<file path="src/rtl/audio_mixer_out.sv">
// ---------------------------------------------------------------------------
// audio_mixer_out
//
// HDMI audio back end. A Bresenham divider derives the audio sample clock
// from the pixel clock at an exact long-run rate. Once per sample the block
// mixes NUM_CH stereo sources, each with its own volume gain, applies the
// global mute, saturates, and presents a stable stereo word to the HDMI
// encoder.
//
// Optional feature (macro AUDIO_VOL_RAMP_EN):
//   defined   - each gain moves by one step per sample toward its target,
//               so reset, mute and volume changes do not pop.
//   undefined - each gain jumps straight to its target at every sample.
//
// Ports:
//   clk          pixel clock
//   reset        asynchronous, active-high reset
//   audio_in     NUM_CH*{L,R} signed samples; source k at
//                [(2k+2)*IN_W-1 : 2k*IN_W], L in the upper half
//   vol          per-source volume; source k at [(k+1)*VOL_W-1 : k*VOL_W]
//   mute         global mute request, applied at the next sample
//   clk_audio    square wave at SAMPLE_RATE
//   sample_word  {L,R} signed mixed output
//   sample_tick  one-cycle pulse when sample_word updates
//   clip         set for a whole sample period if the current word saturated
//
// Handshake: sample_tick is a valid strobe with no ready. sample_word and
// clip change only in the cycle sample_tick is high and hold until the
// next pulse, so the consumer may sample them at any time.
// ---------------------------------------------------------------------------
module audio_mixer_out #(
  parameter int CLK_HZ      = 32000000,
  parameter int SAMPLE_RATE = 48000,
  parameter int NUM_CH      = 2,
  parameter int IN_W        = 16,
  parameter int OUT_W       = 16,
  parameter int VOL_W       = 4
) (
  input  logic                     clk,
  input  logic                     reset,
  input  logic [NUM_CH*2*IN_W-1:0] audio_in,
  input  logic [NUM_CH*VOL_W-1:0]  vol,
  input  logic                     mute,
  output logic                     clk_audio,
  output logic [2*OUT_W-1:0]       sample_word,
  output logic                     sample_tick,
  output logic                     clip
);

  localparam logic [31:0] STEP  = 32'(2 * SAMPLE_RATE);
  localparam logic [31:0] LIMIT = 32'(CLK_HZ);

  // Gain is one bit wider than vol so that full scale is exactly 2^VOL_W.
  localparam int GW     = VOL_W + 1;
  localparam int AW     = IN_W + VOL_W + $clog2(NUM_CH) + 2;
  // Signed sample times a zero-extended (hence non-negative) gain.
  localparam int PW     = IN_W + GW + 1;
  localparam int SHL    = (OUT_W >= IN_W) ? (OUT_W - IN_W) : 0;
  localparam int SHR    = (OUT_W <  IN_W) ? (IN_W - OUT_W) : 0;
  // Scaling width leaves room for the left alignment shift.
  localparam int SW     = AW + SHL;
  localparam int IDX_W  = $clog2(2 * NUM_CH);
  localparam logic [IDX_W-1:0] IDX_LAST = IDX_W'(2 * NUM_CH - 1);

  typedef enum logic [1:0] {
    S_IDLE,
    S_ACC,
    S_SCALE,
    S_OUT
  } state_t;

  state_t                   state;
  logic [31:0]              div_acc;
  logic [31:0]              div_sum;
  logic                     div_tog;
  logic                     tick;
  logic [NUM_CH*2*IN_W-1:0] hold;
  logic [GW-1:0]            gain [NUM_CH];
  logic [IDX_W-1:0]         idx;
  logic signed [AW-1:0]     acc_l;
  logic signed [AW-1:0]     acc_r;
  logic [OUT_W-1:0]         res_l;
  logic [OUT_W-1:0]         res_r;
  logic                     sat_l;
  logic                     sat_r;
  logic [IN_W-1:0]          cur_sample;
  logic [GW-1:0]            cur_gain;
  logic signed [PW-1:0]     prod;

  // -------------------------------------------------------------------------
  // Fractional divider: one clk_audio toggle each time the running sum
  // crosses CLK_HZ, so half periods are floor or ceil of CLK_HZ/(2*rate).
  // -------------------------------------------------------------------------
  assign div_sum = div_acc + STEP;
  assign div_tog = (div_sum >= LIMIT);
  // Start a sample on the falling edge; the word is then stable long before
  // the next rising edge that the encoder uses.
  assign tick    = div_tog & clk_audio;

  always_ff @(posedge clk or posedge reset) begin
    if (reset) begin
      div_acc   <= '0;
      clk_audio <= 1'b0;
    end else if (div_tog) begin
      div_acc   <= div_sum - LIMIT;
      clk_audio <= ~clk_audio;
    end else begin
      div_acc   <= div_sum;
    end
  end

  // -------------------------------------------------------------------------
  // Helpers
  // -------------------------------------------------------------------------
  function automatic logic [GW-1:0] target_of(input logic [VOL_W-1:0] v,
                                              input logic             m);
    if (m || (v == '0)) return '0;
    else if (&v)        return {1'b1, {VOL_W{1'b0}}};
    else                return GW'(v);
  endfunction

  // Returns {saturated, value}.
  function automatic logic [OUT_W:0] scale_sat(input logic signed [AW-1:0] a);
    logic signed [SW-1:0] t;
    logic                 in_range;
    t = SW'(a);
    t = t >>> VOL_W;
    t = t <<< SHL;
    t = t >>> SHR;
    // In range when every bit above the output sign bit copies the sign.
    in_range = (&t[SW-1:OUT_W-1]) || (~|t[SW-1:OUT_W-1]);
    if (in_range)     return {1'b0, t[OUT_W-1:0]};
    else if (t[SW-1]) return {1'b1, 1'b1, {(OUT_W-1){1'b0}}};
    else              return {1'b1, 1'b0, {(OUT_W-1){1'b1}}};
  endfunction

  // Operand select for the product of the current ACC step. Even steps are
  // left channels, odd steps right; L sits in the upper half of each source,
  // hence the bit flip on the slot number.
  always_comb begin
    cur_sample = '0;
    cur_gain   = '0;
    for (int k = 0; k < 2 * NUM_CH; k++) begin
      if (idx == IDX_W'(k)) begin
        cur_sample = hold[(k ^ 1) * IN_W +: IN_W];
        cur_gain   = gain[k / 2];
      end
    end
    prod = PW'($signed(cur_sample)) * PW'($signed({1'b0, cur_gain}));
  end

  // -------------------------------------------------------------------------
  // Mixing FSM: IDLE -> ACC (2*NUM_CH cycles) -> SCALE -> OUT -> IDLE.
  // A tick seen outside IDLE is ignored and its sample dropped.
  // -------------------------------------------------------------------------
  always_ff @(posedge clk or posedge reset) begin
    if (reset) begin
      state       <= S_IDLE;
      hold        <= '0;
      idx         <= '0;
      acc_l       <= '0;
      acc_r       <= '0;
      res_l       <= '0;
      res_r       <= '0;
      sat_l       <= 1'b0;
      sat_r       <= 1'b0;
      sample_word <= '0;
      sample_tick <= 1'b0;
      clip        <= 1'b0;
      for (int k = 0; k < NUM_CH; k++) gain[k] <= '0;
    end else begin
      sample_tick <= 1'b0;
      case (state)
        S_IDLE: begin
          if (tick) begin
            hold  <= audio_in;
            idx   <= '0;
            acc_l <= '0;
            acc_r <= '0;
            for (int k = 0; k < NUM_CH; k++) begin
`ifdef AUDIO_VOL_RAMP_EN
              if (gain[k] < target_of(vol[k*VOL_W +: VOL_W], mute))
                gain[k] <= gain[k] + GW'(1);
              else if (gain[k] > target_of(vol[k*VOL_W +: VOL_W], mute))
                gain[k] <= gain[k] - GW'(1);
`else
              gain[k] <= target_of(vol[k*VOL_W +: VOL_W], mute);
`endif
            end
            state <= S_ACC;
          end
        end
        S_ACC: begin
          if (idx[0] == 1'b0) acc_l <= acc_l + AW'(prod);
          else                acc_r <= acc_r + AW'(prod);
          if (idx == IDX_LAST) state <= S_SCALE;
          else                 idx   <= idx + IDX_W'(1);
        end
        S_SCALE: begin
          {sat_l, res_l} <= scale_sat(acc_l);
          {sat_r, res_r} <= scale_sat(acc_r);
          state          <= S_OUT;
        end
        S_OUT: begin
          sample_word <= {res_l, res_r};
          clip        <= sat_l | sat_r;
          sample_tick <= 1'b1;
          state       <= S_IDLE;
        end
        default: state <= S_IDLE;
      endcase
    end
  end

endmodule

</file>
<file path="config.mk">
export PLATFORM = sky130hd
export DESIGN_NAME = audio_mixer_out
export DESIGN_NICKNAME = d
export VERILOG_FILES = /design/src/rtl/audio_mixer_out.sv
export SDC_FILE = /design/constraint.sdc
export NUM_CORES = 1
export LEC_CHECK = 0
export ABC_AREA = 1
export BUFFER_PORTS_ARGS = -buffer_cell sky130_fd_sc_hd__buf_2
export CORE_MARGIN = 8
export CORE_UTILIZATION = 60
export CTS_CLUSTER_DIAMETER = 30
export DETAILED_ROUTE_END_ITERATION = 7
export PLACE_DENSITY_LB_ADDON = 0.25
export SLEW_MARGIN = 20
export SYNTH_ARGS = -nofsm -noshare
export SYNTH_HDL_FRONTEND = slang
export SYNTH_SLANG_ARGS = --single-unit
</file>
<file path="constraint.sdc">
create_clock -name clk -period 12.78 [get_ports clk]
set_clock_uncertainty 0.05 [all_clocks]
set_input_delay 0.639 -clock clk [delete_from_list [all_inputs] [get_ports clk]]
set_output_delay 0.639 -clock clk [all_outputs]
set_load 0.05 [all_outputs]
</file>
==> results of run 1 <==
## cell usage after synthesis (5+ instances only)
library cell	instances	area share
fa_1	51	0.066
xor2_1	36	0.021
a211oi_1	6	0.0029
nand4_1	14	0.0057
ha_1	96	0.078
buf_4	6	0.0029
nor2_1	197	0.048
nand2_1	620	0.15
clkbuf_1	35	0.0085
nor4_1	5	0.0020
o21bai_1	7	0.0034
o22ai_1	6	0.0024
o21ai_0	91	0.030
a21oi_1	130	0.042
inv_1	239	0.058
a22oi_1	34	0.017
xnor2_1	22	0.013
buf_2	15	0.0049
nand2_2	9	0.0037
mux2_2	12	0.0088
dfrtp_1	217	0.35
a31oi_1	9	0.0037
buf_8	5	0.0049
nand3_1	113	0.037
a21o_1	11	0.0054
nor3_1	18	0.0059
inv_2	5	0.0012
## worst max-delay path, delay by kind of cell (launching register included)
family,cells,cell delay [ns]
AOI/OAI and AO/OA,11,1.98
xor gates and xnor gates,1,0.33
adders and majority gates,6,2.90
buffers and inverters,5,0.67
DFF,1,0.41
and+or+nand+nor,13,1.19
## through the flow
stage	setup slack [ns]	utilization	hold WS (ns)	std cells
6_report	5.051	0.7050	0.2370	2512
3_5_place_dp	4.999	0.6368	0.3837	2428
2_1_floorplan	6.155	-	0.3588	2048
3_3_place_gp	5.172	0.6368	0.3818	2428
5_1_grt	4.394	0.7050	0.2418	2512
4_1_cts	4.985	0.7047	0.2270	2512
## kinds of logic after synthesis
| group | synth area share |
|---|---|
| compound gates | 0.1126 |
| xor+xnor | 0.03409 |
| fa+ha+maj | 0.1445 |
| buf+inv | 0.08274 |
| flops | 0.3531 |
| mux | 0.009437 |
| simple gates | 0.2636 |
## final cells by class
| type | instances | area share |
|---|---|---|
| tap | 330 | 0.02326 |
| clock buffer | 54 | 0.06991 |
| timing repair buffer | 114 | 0.03284 |
| sequential | 217 | 0.3059 |
| clock inverter | 30 | 0.02636 |
| multi-input combinational | 1522 | 0.4895 |
| inverter | 245 | 0.05229 |
## worst paths after layout
check                             startpoint           to  slack [ns]  cells past startpoint
worst max register to register        idx[1]    acc_r[21]        5.05                     36
worst min register to register    div_acc[8]   div_acc[8]        0.39                      1
max in group asynchronous              reset  div_acc[27]       10.91                      3
worst min-delay path            audio_in[49]     hold[49]        0.24                      3
min in group asynchronous              reset      gain[7]        0.28                      2
worst max-delay path                  idx[1]    acc_r[21]        5.05                     36
## per-layer routing
layer / track usage / routed length [um] / vias to the layer above
met5: 0 / 0 / -
met4: 0.1268 / 1843 / 0
met2: 0.4179 / 18070 / 490
li1: - / - / 6784
met1: 0.3302 / 16990 / 6449
met3: 0.04059 / 2365 / 102
## power groups by stage
| stage | registers [mW] | logic [mW] | clock network [mW] |
|---|---|---|---|
| 2_1_floorplan | 0.700 | 0.0118 | 0 |
| 3_3_place_gp | 0.700 | 0.0275 | 0 |
| 3_5_place_dp | 0.700 | 0.0282 | 0 |
| 4_1_cts | 0.689 | 0.0284 | 1.30 |
| 5_1_grt | 0.688 | 0.0315 | 1.34 |
| 6_report | 0.689 | 0.0273 | 1.28 |
## sequential cells by signal, indices dropped and copies added, names as in the netlist
name / cells
res_r: 16
gain: 10
sample_tick: 1
div_acc: 24
acc_l: 23
acc_r: 23
sat_r: 1
sat_l: 1
res_l: 16
state: 2
sample_word: 32
clip: 1
idx: 2
clk_audio: 1
hold: 64
## cells in the final DEF, fill, tap and decap left out, types with 5 or more instances in the layout
cell	netlist	layout
xor2_1	36	36
buf_4	6	5
clkbuf_16	0	46
a21o_1	11	11
a211oi_1	6	6
o21ai_0	91	91
nor3_1	18	18
clkinv_2	0	6
ha_1	96	95
a22oi_1	34	34
nand2_1	620	620
bufinv_16	0	9
nand2_2	9	9
a31oi_1	9	9
inv_1	239	238
a21oi_1	130	128
nand4_1	14	14
clkinvlp_4	0	7
nor4_1	5	5
mux2_2	12	12
buf_2	15	109
nor2_1	197	196
o21bai_1	7	7
clkbuf_8	0	6
fa_1	51	51
o22ai_1	6	6
xnor2_1	22	22
nand3_1	113	113
dfrtp_1	217	217
==> metrics.md, run 1 <==
| Metric | Value |
|---|---|
| Status | finished, final reports clean |
| Clk pwr share | 0.642 |
| Max incr delay on CP | 0.60 ns |
| Port bufs | 109 |
| DP Area | 16040 um^2 |
| Total power | 2.000 mW |
| ANT nets after route | 0 |
| Tot GR Track Use | 0.2570 |
| CTS Buf Count | 46 |
| Peak VDD IR | 0.1407 mV |
| Sw Ratio | 0.2101 |
| Resize count post-CTS | 0 |
| Post-Syn Nets | 2270 |
| Worst Hold Class | primary input to flop |
| Post-synth EDFFs | 0 |
| Vias in the first global route | 13840 |
| Slowest library cell on the worst path | ha_1 |
| LEAKAGE | 9.620 nW |
| Startpoint Class | flop |
| WS Path Type | flop to flop |
| Critical path arrival | 8.10 ns |
| Seq pwr share | 0.344 |
| Multi-input gate area | 8690 um^2 |
| Final HPWL DP | 28.61 mm |
| Worst EP required | 13.15 ns |
| Cells after Synth | 2048 |
| Row cnt | 58 |
| Final hold vios | 0 |
| First-pass GRT wire length | 66.61 mm |
| Max_cap viols | 0 |
| Internal Pwr Total | 1.580 mW |
| Placeable core area | 25180 um^2 |
| Synth Cell Area | 15380 um^2 |
| Largest net degree at the start of global routing | 144 |
| Register Area | 5430 um^2 |
| Setup_tns | 0 ns |
| Via Count | 13825 |
| Psw | 0.4201 mW |
| Maximum root-to-sink buffer count | 3 |
| CTS tree | done |
| CP Max Fanout | 19 |
| Slew Limit Fails | 0 |
| Antenna Cells | 0 |
| Initial antenna violation count | 0 |
| Vias/cell | 5.504 |
| Area grow syn2layout | 15.43% |
| Fill cells | 1980 |
| Clock Sink Count | 217 |
| Gpl congestion | 0.9410 |
| WL/cell | 15.63 um |
| Worst-Skew Late Latency | 0.54 ns |
| CTS Root Cell | clkbuf_16 |
| Critical Path Most Common Cell | nand2_1 |
| Yosys warns | 0 |
| Die height | 176.1 um |
| H-Tree Depth | 2 |
| Share of cells above drive strength 1 | 0.1114 |
| Mean post-synth cell area | 7.510 um^2 |
| Final Cycle Share | 0.6047 |
| Hold-fix buffers at CTS | 0 |
| Post-CTS Setup Bufs | 0 |
| Fin area | 17750 um^2 |
| PD cells | 112.7 nW/um^2 |
| DRC | 0 |
| RSZ-0062 raised after global routing | false |
| Sequential area share after synthesis | 0.3531 |
| Initial Utilization | 0.6108 |
| CP endpoint kind | flop |
| TritonRoute pass-1 iters | 5 |
| Synth cell types | 47 |
| Final setup vio count | 0 |
| Initial drt markers | 1106 |
| F_max | 129.4 MHz |
| Ports | 110 |
| Combinational share of power | 0.014 |
| NumNets Final | 2368 |
| Top_reg_cell synth | dfrtp_1 |
| Clock slew seen by the registers of the worst setup and hold paths | 0.05 ns |
| Overflow after GRT | 0 |
| Tmin final | 7.729 ns |
| Worst Max-Slew Pin Slew | 1.083 ns |
| Die area | 31010 um^2 |
| Ys async rst share | 1.000 |
| Post-synthesis register bit count | 217 |
| Rel. slew slack | 0.2780 |
| WL final | 39.27 mm |
| Die X | 176.1 um |
No activity file was read; power rests on OpenSTA's default activity.
==> run 2, diff against run 1 <==
ABC_AREA = 0   (was 1)
clock period = 7.8 ns   (was 12.78 ns; I/O delays follow)
==> run 2 against run 1 <==
  * First-iteration DRC count shrank 39%
  * Power grew to 2.5 times the previous value
  * Die area shrank 4.3%
  * Combinational power grew to 70 times the previous value
  * Critical path type unchanged
  * Non-clock buffer count grew 25
  * Count of clock-buffer cells in the layout grew 6
  * Clock power grew 54%
  * Via count shrank 17%
==> metrics.md, run 2 <==
| Metric | Value |
|---|---|
| Final cell count without fillers | 2039 |
| Setup_tns | 0 ns |
| RSZ-0062 raised after global routing | false |
| Placeable core area | 24180 um^2 |
| NumNets Final | 1900 |
| Synth top cells by count | dfrtp_1, nor2_1, nand2_1, inv_1, a21oi_1 |
| Final HPWL DP | 23.90 mm |
| Yosys warns | 0 |
| DP Area | 15570 um^2 |
| Clock slew seen by the registers of the worst setup and hold paths | 0.05 ns |
| Sequential area share after synthesis | 0.3706 |
| Synth cell types | 77 |
| Share of cells above drive strength 1 | 0.1983 |
| Initial antenna violation count | 0 |
| Max_cap viols | 0 |
| Clk pwr share | 0.391 |
| Die height | 172.3 um |
| Maximum root-to-sink buffer count | 3 |
| WL/cell | 16.28 um |
| Initial drt markers | 672 |
| Die X | 172.3 um |
| Fin area | 17290 um^2 |
| DP Worst Slack | -0.07100 ns |
| Overflow after GRT | 0 |
| Vias in the first global route | 11608 |
| Regs by FF count | hold x64, sample_word x32, div_acc x24 |
| Ys async rst share | 1.000 |
| Area grow syn2layout | 18.00% |
| ANT nets after route | 0 |
| Final Cycle Share | 0.9542 |
| Tot GR Track Use | 0.2279 |
| Critical path arrival | 7.80 ns |
| Critical path's top delay family | compound AO/OA/AOI/OAI gates |
| Psw | 1.787 mW |
| Startpoint Class | flop |
| CP endpoint kind | flop |
| H-Tree Depth | 2 |
| Worst Hold Class | primary input to asynchronous set/reset pin |
| Slowest library cell on the worst path | fa_1 |
| LEAKAGE | 8.444 nW |
| Most common cell after layout, fill and taps aside | dfrtp_1 |
| Yosys top cell area share | 0.3706 |
| Setup slack after layout | 0.3569 ns |
| DRC | 0 |
| CP Buf/Inv Count | 4 |
| CTS Buf Count | 47 |
| Yosys top cell by area | dfrtp_1 |
| CP Max Fanout | 6 |
| Placed cell count | 1950 |
| Max incr delay on CP | 0.55 ns |
| Seq pwr share | 0.229 |
| Total power | 5.053 mW |
| Slew Limit Fails | 0 |
| Via Count | 11488 |
| Combinational share of power | 0.381 |
| Mean post-synth cell area | 9.460 um^2 |
| Ports | 110 |
| Initial Utilization | 0.6061 |
| Tmin final | 7.443 ns |
| TritonRoute pass-1 iters | 5 |
| PD cells | 292.2 nW/um^2 |
| Worst EP required | 8.16 ns |
| Hold slack | 0.003989 ns |
| Peak VDD IR | 0.2238 mV |
| Final setup vio count | 0 |
| Most frequent cells in the layout | dfrtp_1, nor2_1, nand2_1 |
| Sw Ratio | 0.3538 |
| Vias/cell | 5.634 |
| Synth Cell Area | 14650 um^2 |
| CTS tree | done |
| WL final | 33.20 mm |
| Antenna Cells | 0 |
| Worst-Skew Late Latency | 0.54 ns |
| Final Util | 0.7152 |
| Post-synth EDFFs | 0 |
| Internal Pwr Total | 3.265 mW |
| Top_reg_cell synth | dfrtp_1 |
| Port bufs | 109 |
| First-pass GRT wire length | 55.70 mm |
| Largest net degree at the start of global routing | 145 |
| Die area | 29680 um^2 |
| Worst Max-Slew Pin Slew | 1.004 ns |
| F_max | 134.4 MHz |
| WS Path Type | flop to flop |
| Gpl congestion | 0.8879 |
| Final hold vios | 0 |
| Post-synthesis register bit count | 217 |
| CTS Root Cell | clkbuf_16 |
| Post-Syn Nets | 1771 |
| Status | finished, final reports clean |
| Clock Sink Count | 217 |
| Largest register by flop count | hold |
| Cells after Synth | 1549 |
| Rel. slew slack | 0.3308 |
| Fill cells | 1801 |
| Row cnt | 57 |
| Synth area leaders | dfrtp_1, ha_1, fa_1 |
| Number of flip-flops in the largest register | 64 |
| Count leader, synth | dfrtp_1 |
run 2: cell families (layout without fill, tap and decap cells):
family | count (synthesis) | after routing | synth area share
muxes | 108 | 108 | 0.08240
xor gates and xnor gates | 89 | 89 | 0.05422
and+or+nand+nor | 483 | 483 | 0.1465
AOI/OAI and AO/OA | 322 | 322 | 0.1450
buffers and inverters | 183 | 349 | 0.04961
DFF | 217 | 217 | 0.3706
adders and majority gates | 147 | 147 | 0.1517
run 2: cell type report:
type	count	area [um^2]	share of cell area
Sequential cell	217	5430	0.3141
Multi-Input combinational cell	1149	8594	0.4971
Timing Repair Buffer	139	777.0	0.04494
Clock inverter	26	314.1	0.01816
Clock buffer	60	1296	0.07497
Tap cell	324	405.4	0.02345
Inverter	124	473.0	0.02735
run 2: layer usage:
metal	vias to the layer above	GRT usage	wire length (um)
met5	-	0	0
met3	54	0.04429	1862
li1	5580	-	-
met2	320	0.3771	15750
met4	0	0.08058	816
met1	5534	0.2952	14780
run 2: power groups by stage:
stage	Sequential [mW]	Combinational (mW)	Clock, mW
floorplan	1.17	1.43	0
global placement	1.17	1.83	0
detailed placement	1.17	1.88	0
CTS	1.16	1.90	2.00
global route	1.16	2.13	2.07
finish	1.16	1.92	1.97
run 2: path summary, 6_finish.rpt:
| check | slack (ns) | depth (start not counted) | startpoint | endpoint |
|---|---|---|---|---|
| worst max-delay path | 0.36 | 27 | idx[0] | acc_r[20] |
| worst min-delay path | 0.004 | 2 | reset | div_acc[16] |
| worst max register to register | 0.36 | 27 | idx[0] | acc_r[20] |
| worst min register to register | 0.44 | 1 | hold[36] | hold[36] |
| max in group asynchronous | 6.03 | 3 | reset | gain[0] |
| min in group clk | 0.02 | 2 | audio_in[41] | hold[41] |
run 2: what timing repair did:
item / 4_1_cts / 5_1_grt
endpoints found under the setup margin: 1 / 12
gates resized for setup: 2 / 16
pin swaps: 0 / 4
hold buffers: 1 / 0
endpoints found under the hold margin: 1 / 0
buffers inserted: 0 / 2
==> run 3, diff against run 2 <==
CORE_UTILIZATION = 41   (was 60)
==> run 3 against run 2 <==
  * Flip-flop and latch count did not move
  * Setup slack improved by 0.21 ns
  * Count of clock-buffer cells in the layout did not move
  * Core utilization fell by 22 points
  * Routed wire length rose by 2.2%
  * Sequential share of layout area fell by 0.62 points
  * Hold slack improved by 0.020 ns
  * Highest routed layer is now met5
  * Register-to-register slack improved by 0.21 ns
  * Via count fell by 2.3%
==> metrics.md, run 3 (synthesis gave the netlist of run 2 again) <==
| Metric | Value |
|---|---|
| PD cells | 296.8 nW/um^2 |
| Worst Hold Launch | audio_in[45] |
| Ports | 110 |
| First-pass GRT wire length | 56.75 mm |
| Fill cells | 3308 |
| Critical R2R Launch | idx[0] |
| Tmin final | 7.231 ns |
| Final cell count without fillers | 2187 |
| CTS tree | done |
| Largest register by flop count | hold |
| Placeable core area | 35400 um^2 |
| RSZ-0062 raised after global routing | false |
| Setup_tns | 0 ns |
| Status | finished, final reports clean |
| Worst EP required | 8.18 ns |
| Vias/cell | 5.132 |
| Vias in the first global route | 11245 |
| Row cnt | 69 |
| Worst-Skew Late Latency | 0.54 ns |
| Regs by FF count | hold x64, sample_word x32, div_acc x24 |
| Most common cell after layout, fill and taps aside | dfrtp_1 |
| Critical path arrival | 7.61 ns |
| Slowest library cell on the worst path | fa_1 |
| WS Path Type | flop to flop |
| Sw Ratio | 0.3487 |
| CTS Buf Count | 51 |
| CP endpoint kind | flop |
| Combinational share of power | 0.365 |
| Die X | 205.0 um |
| Final Cycle Share | 0.9270 |
| Final setup vio count | 0 |
| Slew Limit Fails | 0 |
| Rel. slew slack | 0.3279 |
| ANT nets after route | 0 |
| Initial antenna violation count | 1 |
| Internal Pwr Total | 3.409 mW |
| NumNets Final | 1907 |
| Via Count | 11224 |
| Initial Utilization | 0.4140 |
| Clk pwr share | 0.414 |
| Area grow syn2layout | 20.36% |
| CP Max Fanout | 10 |
| Clock Sink Count | 217 |
| Antenna Cells | 0 |
| Hold EP | hold[45] |
| Initial drt markers | 561 |
| Worst Hold Class | primary input to flop |
| H-Tree Depth | 2 |
| DRC | 0 |
| WL final | 33.93 mm |
| Seq pwr share | 0.221 |
| Worst reg2reg path depth | 29 |
| WHS Path Cells | 2 |
| Reg2Reg Setup Slack | 0.57 ns |
| Final Util | 0.4982 |
| Placed cell count | 2090 |
| Multi-input gate area | 8552 um^2 |
| LEAKAGE | 8.525 nW |
| Fin area | 17640 um^2 |
| F_max | 138.3 MHz |
| CTS Root Cell | clkbuf_16 |
| Startpoint Class | flop |
| WL/cell | 15.51 um |
| Psw | 1.825 mW |
| Clock slew seen by the registers of the worst setup and hold paths | 0.05 ns |
| Gpl congestion | 0.8843 |
| Number of flip-flops in the largest register | 64 |
| Final HPWL DP | 25.50 mm |
| Most frequent cells in the layout | dfrtp_1, nor2_1, nand2_1 |
| Peak VDD IR | 0.1685 mV |
| Register Area | 5430 um^2 |
| Overflow after GRT | 0 |
| Tot GR Track Use | 0.1613 |
| TritonRoute pass-1 iters | 5 |
| Largest net degree at the start of global routing | 145 |
| Max_cap viols | 0 |
| R2R Path End | acc_r[20] |
| Die height | 205.0 um |
| Port bufs | 109 |
| Worst Max-Slew Pin Slew | 1.008 ns |
| Die area | 42040 um^2 |
| CP Buf/Inv Count | 5 |
| DP Area | 15770 um^2 |
| Share of cells above drive strength 1 | 0.2034 |
| Post-CTS Setup Bufs | 0 |
| Max incr delay on CP | 0.53 ns |
| Maximum root-to-sink buffer count | 3 |
| Final hold vios | 0 |
| Critical path's top delay family | adder cells |
## run 3: cell count changes in the layout (fill, tap and decap cells not counted), sizes merged
cell / previous run / this run
clkinvlp: 6 / 9
clkinv: 13 / 15
dlygate4sd3: 1 / 3
inv: 126 / 128
buf: 138 / 139
bufinv: 5 / 6
## run 3: area by class of cell
class,instances,share of cell area
sequential,217,0.3079
clock inverter,34,0.02242
timing repair buffer,142,0.04541
inverter,124,0.02710
tap,461,0.03271
clock buffer,60,0.07953
multi-input combinational,1149,0.4849
## run 3: layer usage
layer  wire length [um]  global-route usage  vias to the layer above
li1                   -                   -                     5609
met1              16280              0.2193                     5311
met2              15020              0.2498                      242
met3               1655             0.03590                       60
met4                966             0.05770                        2
met5                 10                   0                        -
## run 3: worst max path at each step
stage / startpoint / to / slack (ns) / cells past startpoint
2_1_floorplan: idx[0] / acc_r[22] / 0.60 / 28
3_3_place_gp: idx[0] / acc_r[22] / 0.43 / 31
3_5_place_dp: idx[0] / acc_r[22] / 0.33 / 31
4_1_cts: idx[0] / acc_r[22] / 0.30 / 31
5_1_grt: idx[0] / acc_r[22] / 0.002 / 33
6_report: idx[0] / acc_r[20] / 0.57 / 29
## run 3: power by group through the flow
| stage | sequential [mW] | combinational (mW) | clock [mW] |
|---|---|---|---|
| after floorplan | 1.17 | 1.43 | 0 |
| after global placement | 1.17 | 1.86 | 0 |
| after detailed placement | 1.17 | 1.90 | 0 |
| after CTS | 1.16 | 1.91 | 2.21 |
| after global routing | 1.16 | 2.13 | 2.27 |
| final | 1.16 | 1.91 | 2.17 |
## run 3: timing repair
| item | 4_1_cts | 5_1_grt |
|---|---|---|
| hold buffers | 2 | 1 |
| endpoints found under the setup margin | 0 | 5 |
| hold endpoints to repair | 2 | 30 |
| gates resized for setup | 0 | 9 |
## run 3: through the flow
| step | power (mW) | hold slack [ns] | setup WS (ns) |
|---|---|---|---|
| 2_1_floorplan | 2.595 | 0.3989 | 0.5955 |
| 3_3_place_gp | 3.035 | 0.4137 | 0.4321 |
| 3_5_place_dp | 3.072 | 0.4294 | 0.3264 |
| 4_1_cts | 5.277 | 0.004911 | 0.2959 |
| 5_1_grt | 5.558 | 0.01296 | 0.002370 |
| 6_report | 5.234 | 0.02373 | 0.5694 |
## run 3: worst register-to-register path, delay by kind of cell (launching register included)
kind                       cells  cell delay [ns]
buffers and inverters          5             0.59
AOI/OAI and AO/OA             11             2.31
adders and majority gates      6             2.32
and+or+nand+nor                6             1.27
xor gates and xnor gates       1             0.17
DFF                            1             0.41
